**src/rtl/sap_pkg.sv**
```systemverilog
// sap_pkg: shared RAM geometry constants and the loader state type
package sap_pkg;
  localparam int RAM_DEPTH = 16;
  localparam int RAM_ADDR_W = 4;
  typedef enum logic [2:0] {IDLE, WAIT_BYTE, LOAD_ADDR, WRITE, VERIFY_ADDR, VERIFY_READ, DONE} loader_state_t;
endpackage

```
**src/rtl/loader_shadow_mem.sv**
```systemverilog
// loader_shadow_mem: copy of the program bytes kept for readback comparison
module loader_shadow_mem #(
  parameter int ADDR_W = 4,
  parameter int DATA_W = 8,
  parameter int DEPTH = 16
) (
  input  logic              clk,
  input  logic              clear_n,
  input  logic              we,
  input  logic [ADDR_W-1:0] addr,
  input  logic [DATA_W-1:0] wdata,
  output logic [DATA_W-1:0] rdata
);
  logic [DATA_W-1:0] mem [DEPTH];
  // synchronous write, cleared on reset
  always_ff @(posedge clk or negedge clear_n)
    if (!clear_n) for (int i = 0; i < DEPTH; i++) mem[i] <= '0;
    else if (we) mem[addr] <= wdata;
  assign rdata = mem[addr];
endmodule

```
**src/rtl/ram_loader.sv**
```systemverilog
// ram_loader: streams a program into the RAM over its bus and verifies it by readback
module ram_loader
  import sap_pkg::*;
#(
  parameter int ADDR_W = RAM_ADDR_W,
  parameter int DATA_W = 8,
  parameter int DEPTH = RAM_DEPTH
) (
  input  logic              clk,
  input  logic              clear_n,
  input  logic              start,
  input  logic              abort,
  input  logic [DATA_W-1:0] byte_data,
  input  logic              byte_valid,
  output logic              byte_ready,
  input  logic [DATA_W-1:0] ram_bus_out,
  output logic [DATA_W-1:0] bus_drive,
  output logic              bus_drive_en,
  output logic              load_addr_reg,
  output logic              control_signal,
  output logic              output_enable,
  output logic              busy,
  output logic              done,
  output logic              verify_error,
  output logic [ADDR_W-1:0] error_addr
);
  loader_state_t st, st_nx;
  logic [ADDR_W-1:0] addr, addr_nx;
  logic [DATA_W-1:0] data, shadow_q;
  logic take, arm, miss, last;
  assign last = addr == ADDR_W'(DEPTH - 1);
  assign take = !abort && st == WAIT_BYTE && byte_valid;
  assign arm = !abort && start && (st == IDLE || st == DONE);
  assign miss = !abort && st == VERIFY_READ && ram_bus_out != shadow_q;
  loader_shadow_mem #(.ADDR_W(ADDR_W), .DATA_W(DATA_W), .DEPTH(DEPTH)) u_shadow (
    .clk(clk), .clear_n(clear_n), .we(take), .addr(addr), .wdata(byte_data), .rdata(shadow_q)
  );
  // next state and address; abort overrides everything
  always_comb begin
    st_nx = st;
    addr_nx = addr;
    if (abort) st_nx = IDLE;
    else
      case (st)
        IDLE, DONE: if (start) begin st_nx = WAIT_BYTE; addr_nx = '0; end
        WAIT_BYTE: if (byte_valid) st_nx = LOAD_ADDR;
        LOAD_ADDR: st_nx = WRITE;
        WRITE: begin st_nx = last ? VERIFY_ADDR : WAIT_BYTE; addr_nx = addr + 1'b1; end
        VERIFY_ADDR: st_nx = VERIFY_READ;
        VERIFY_READ: begin st_nx = last ? DONE : VERIFY_ADDR; addr_nx = addr + 1'b1; end
        default: st_nx = IDLE;
      endcase
  end
  // state, counters and outputs registered from the upcoming state
  always_ff @(posedge clk or negedge clear_n)
    if (!clear_n) begin
      st <= IDLE;
      addr <= '0;
      data <= '0;
      byte_ready <= 1'b0;
      bus_drive <= '0;
      bus_drive_en <= 1'b0;
      load_addr_reg <= 1'b0;
      control_signal <= 1'b0;
      output_enable <= 1'b0;
      busy <= 1'b0;
      done <= 1'b0;
    end else begin
      st <= st_nx;
      addr <= addr_nx;
      data <= take ? byte_data : data;
      byte_ready <= st_nx == WAIT_BYTE;
      bus_drive <= (st_nx == LOAD_ADDR || st_nx == VERIFY_ADDR) ? DATA_W'(addr_nx) : st_nx == WRITE ? data : '0;
      bus_drive_en <= st_nx inside {LOAD_ADDR, WRITE, VERIFY_ADDR};
      load_addr_reg <= st_nx inside {LOAD_ADDR, VERIFY_ADDR};
      control_signal <= st_nx == WRITE;
      output_enable <= st_nx == VERIFY_READ;
      busy <= !(st_nx inside {IDLE, DONE});
      done <= st_nx == DONE;
    end
  // first-mismatch capture, cleared when a new run is armed
  always_ff @(posedge clk or negedge clear_n)
    if (!clear_n) begin
      verify_error <= 1'b0;
      error_addr <= '0;
    end else if (arm) begin
      verify_error <= 1'b0;
      error_addr <= '0;
    end else if (miss && !verify_error) begin
      verify_error <= 1'b1;
      error_addr <= addr;
    end
endmodule

```
**config.mk**
```make
export PLATFORM = sky130hd
export DESIGN_NAME = ram_loader
export DESIGN_NICKNAME = d
export VERILOG_FILES = /design/src/rtl/sap_pkg.sv /design/src/rtl/loader_shadow_mem.sv /design/src/rtl/ram_loader.sv
export SDC_FILE = /design/constraint.sdc
export NUM_CORES = 1
export LEC_CHECK = 0
export ABC_CLOCK_PERIOD_IN_PS = 7100
export BUFFER_PORTS_ARGS = -buffer_cell sky130_fd_sc_hd__buf_4
export CAP_MARGIN = 20
export CORE_MARGIN = 2
export CORE_UTILIZATION = 25
export CTS_CLUSTER_DIAMETER = 100
export DETAILED_ROUTE_END_ITERATION = 7
export PLACE_DENSITY = 0.43
export SLEW_MARGIN = 10
export SYNTH_ARGS = -nofsm -noshare
export SYNTH_HDL_FRONTEND = slang
export SYNTH_HIERARCHICAL = 1
export SYNTH_SLANG_ARGS = --single-unit
```
**constraint.sdc**
```tcl
create_clock -name clk -period 7.1 [get_ports clk]
set_clock_uncertainty 0.15 [all_clocks]
set_input_delay 1.42 -clock clk [delete_from_list [all_inputs] [get_ports clk]]
set_output_delay 1.42 -clock clk [all_outputs]
set_load 0.005 [all_outputs]
```
==> impl_results.md <==
* Number of port buffers at 40
* Synthesized area per cell at 14.8 sq um
* RSZ-0062 raised after global routing: no
* Worst path arrival time at 4.22 ns
* Max-Cap Viols at 0
* Worst Max-Slew Pin Slew at between 0.8 and 0.9 ns
* Fmax at around 250 MHz
* Critical Path RT at 7.24 ns
* Synth-to-layout area growth at 15.4%
* Via/cell ratio at between 4 and 5
* Yosys warning count at 6
* Slew Viols, Final at 0
* Die area at 32700 sq um
* Crit-path slowest cell: dfrtp_2
* Hold Path Stages at 1
* Net Sw Frac at about a quarter
* Post-Route WL at between 15000 and 20000 um
* Global route total overflow at 0
* First drt pass iteration count at 4
* Final Cycle Share at a little under three fifths
* Max Root-Sink Buffers at 2
* Gr usage total at 12.4%
* Post-cts resize count at 0
* Max FFs per register at roughly 130
* Largest regs: u_shadow/mem: 128 flops, bus_drive: 8 flops, data: 8 flops
* WL per Instance at 20.1 um
* VDD IR max at about 160 uV
* Num rows at 64
* Setup CP Type: reg -> reg
* Dpl ws at approximately 2.6 ns
* Clock power frac at around 41%
* Top_reg_cell synth: dfrtp_1
* # setup viols final at 0
* Post-synthesis net count at 552
* Synth Instances at 530
* FFs w/ async S/R, synth at between 90% and 100%
* Horiz. Die Dim at 181 um
* Initial antenna violation count at 0
* Crit path cell chain: ha_1 -> and3_2 -> a21oi_1 -> o221ai_4 -> nand2b_4 -> inv_1 -> nand2_1 -> nor4_4 -> mux2_2
* Post-CTS Setup Bufs at 0
* Vias in the first global route at 4959
* Internal power at ~1.7 mW
* Cells after DPL at roughly 940
* Startpoint Class: flip-flop
* Worst setup EP type: flip-flop
* Psw at 564 uW
* Leakage at between 4 and 5 nW
* Tmin final at slightly above 4 ns
* Antenna cells at 0
* Layout cell share with drive strength beyond 1 at about half
* # hold bufs at CTS at 0
* Final nets at 583
* # IOs at between 40 and 50
* Via count at 4522
* Sequential-to-total area share from yosys stat at between 50% and 60%
* Power per cell area at 252 nW/um^2
* Clock Pin Slew Worst Setup and Hold Paths at 0.06 ns
* Die Y at 181 um
* Largest net degree at the start of global routing at between 80 and 90
* Worst skew pair latency at roughly 0.42 ns
* Outcome: complete, no violations
* CTS Sinks at 163
* Detailed Place HPWL at between 10000 and 15000 um
* EDFF count, synth at 0
* Worst min-delay path category: reg -> reg
* Gpl congestion at 0.736
* Register name with the most flops: u_shadow/mem
* Worst-path fanout max at 19
* CP max stage delay at around 0.71 ns
* Num CTS Buffers at 17
* Clock root cell: clkbuf_16
* H-tree lvl count at 4
* Flop pwr share at between 40 and 50%
* Reg2Reg Depth at 9
* Setup ws final at between 3 and 4 ns
* Slew HR at 41.3%
* Final std cells w/o fill at slightly below 1000
* Final Hold Vio Count at 0
* Setup TNS at 0 ns
* Post-synth cell types at 62
* Number of DRC markers in iteration 0 at 240
* CORE AREA at roughly 31000 sq um
* Drt drc at 0
* First-pass GRT wire length at a little over 30000 um
* ANT nets after route at 0
* Logic gate share of total power at 13.5%
* Starting density of the core at approximately a quarter
* FF+latch count, synth at 163
* CTS tree: built
* Synthesized area at 7820 sq um
==> kinds of logic after synthesis <==
group           share of synthesized area, %
xor+xnor                                1.36
mux                                     29.7
compound gates                          5.34
fa+ha+maj                              0.160
flops                                   52.2
buf+inv                                 3.42
simple gates                            7.87
==> layout make-up <==
type	count	area, sq um
fillers	3061	21600
flip-flops and latches	163	4080
multi-input cells	326	3470
well taps	396	495
clock buffers	21	450
repair buffers	45	362
clock inverters	9	131
inverters	8	30.0
==> cells in the mapped netlist, drive strengths merged (2+ instances only) <==
cell / instances / share of area [%]
mux2: 136 / 20
o22ai: 3 / 0.24
and3: 2 / 0.18
dfrtp: 163 / 52
a31o: 2 / 0.22
nand2: 26 / 1.3
nand3: 7 / 0.70
inv: 8 / 0.38
buf: 21 / 2.3
xor2: 9 / 1.2
a22oi: 16 / 1.5
nor2b: 4 / 0.32
nand3b: 2 / 0.35
mux4: 32 / 9.2
nand4: 3 / 0.40
a211oi: 3 / 0.42
a21oi: 6 / 0.38
nor3: 5 / 0.67
a311oi: 2 / 0.38
nor2: 17 / 1.1
nor4: 5 / 0.78
mux2i: 4 / 0.51
o21ai: 11 / 0.80
clkbuf: 12 / 0.70
nand2b: 4 / 0.51
a31oi: 4 / 0.32
nor4bb: 2 / 0.26
and2: 6 / 0.48
==> placed cells by master (no fill, tap or decap), types with 3 or more instances in the layout <==
cell type / count
dfrtp_1: 161
mux2_2: 128
buf_4: 43
mux4_2: 32
nand2_1: 25
clkbuf_16: 17
a22oi_1: 16
nor2_1: 13
o21ai_0: 9
inv_1: 8
mux2_4: 8
xor2_1: 8
a21oi_1: 6
and2_1: 6
nor2b_1: 4
a31oi_1: 4
mux2i_1: 4
nand3_2: 4
nand3_1: 3
o22ai_1: 3
nor4_1: 3
clkbuf_1: 3
bufinv_16: 3
clkinvlp_4: 3
==> worst paths after layout <==
| check | start | to | slack, ns |
|---|---|---|---|
| max | addr[0] | u_shadow/mem[61] | 3.03 |
| min | data[5] | bus_drive[5] | 0.34 |
| max reg2reg | addr[0] | u_shadow/mem[61] | 3.03 |
| min reg2reg | data[5] | bus_drive[5] | 0.34 |
| max in group asynchronous | clear_n | u_shadow/mem[16] | 4.73 |
| min in group asynchronous | clear_n | bus_drive_en | 0.88 |
==> critical path, delay by kind of cell (launching register included) <==
kind	cells	cell delay [ns]
DFF	1	0.71
buffers and inverters	1	0.39
muxes	1	0.42
and+or+nand+nor	4	1.38
AOI/OAI and AO/OA	2	0.55
adders and majority gates	1	0.34
==> power groups by stage <==
| stage | logic [mW] | clock network (mW) | registers, mW |
|---|---|---|---|
| 4_1_cts | 0.315 | 0.956 | 1.04 |
| 3_3_place_gp | 0.306 | 0 | 1.05 |
| 5_1_grt | 0.338 | 0.992 | 1.05 |
| 6_report | 0.308 | 0.929 | 1.04 |
| 2_1_floorplan | 0.233 | 0 | 1.03 |
| 3_5_place_dp | 0.313 | 0 | 1.05 |
==> stage by stage <==
stage               total power [mW]  instance area, sq um  hold WS (ns)  utilization [%]
global route                    2.38                  9020         0.361             29.4
finish                          2.27                  9020         0.336             29.4
global placement                1.36                  8420         0.324             27.4
floorplan                       1.27                  7820         0.304                -
detailed placement              1.37                  8420         0.329             27.4
CTS                             2.31                  9000         0.345             29.3
==> layer usage <==
layer	part of all wire (%)	wire length (um)	track usage (%)
met1	48	9290	16.7
met2	48	9300	20.2
met3	2.6	506	2.24
met4	1.9	367	3.94
met5	0	0	0
Note: power is estimated with default switching activity, not from simulation.
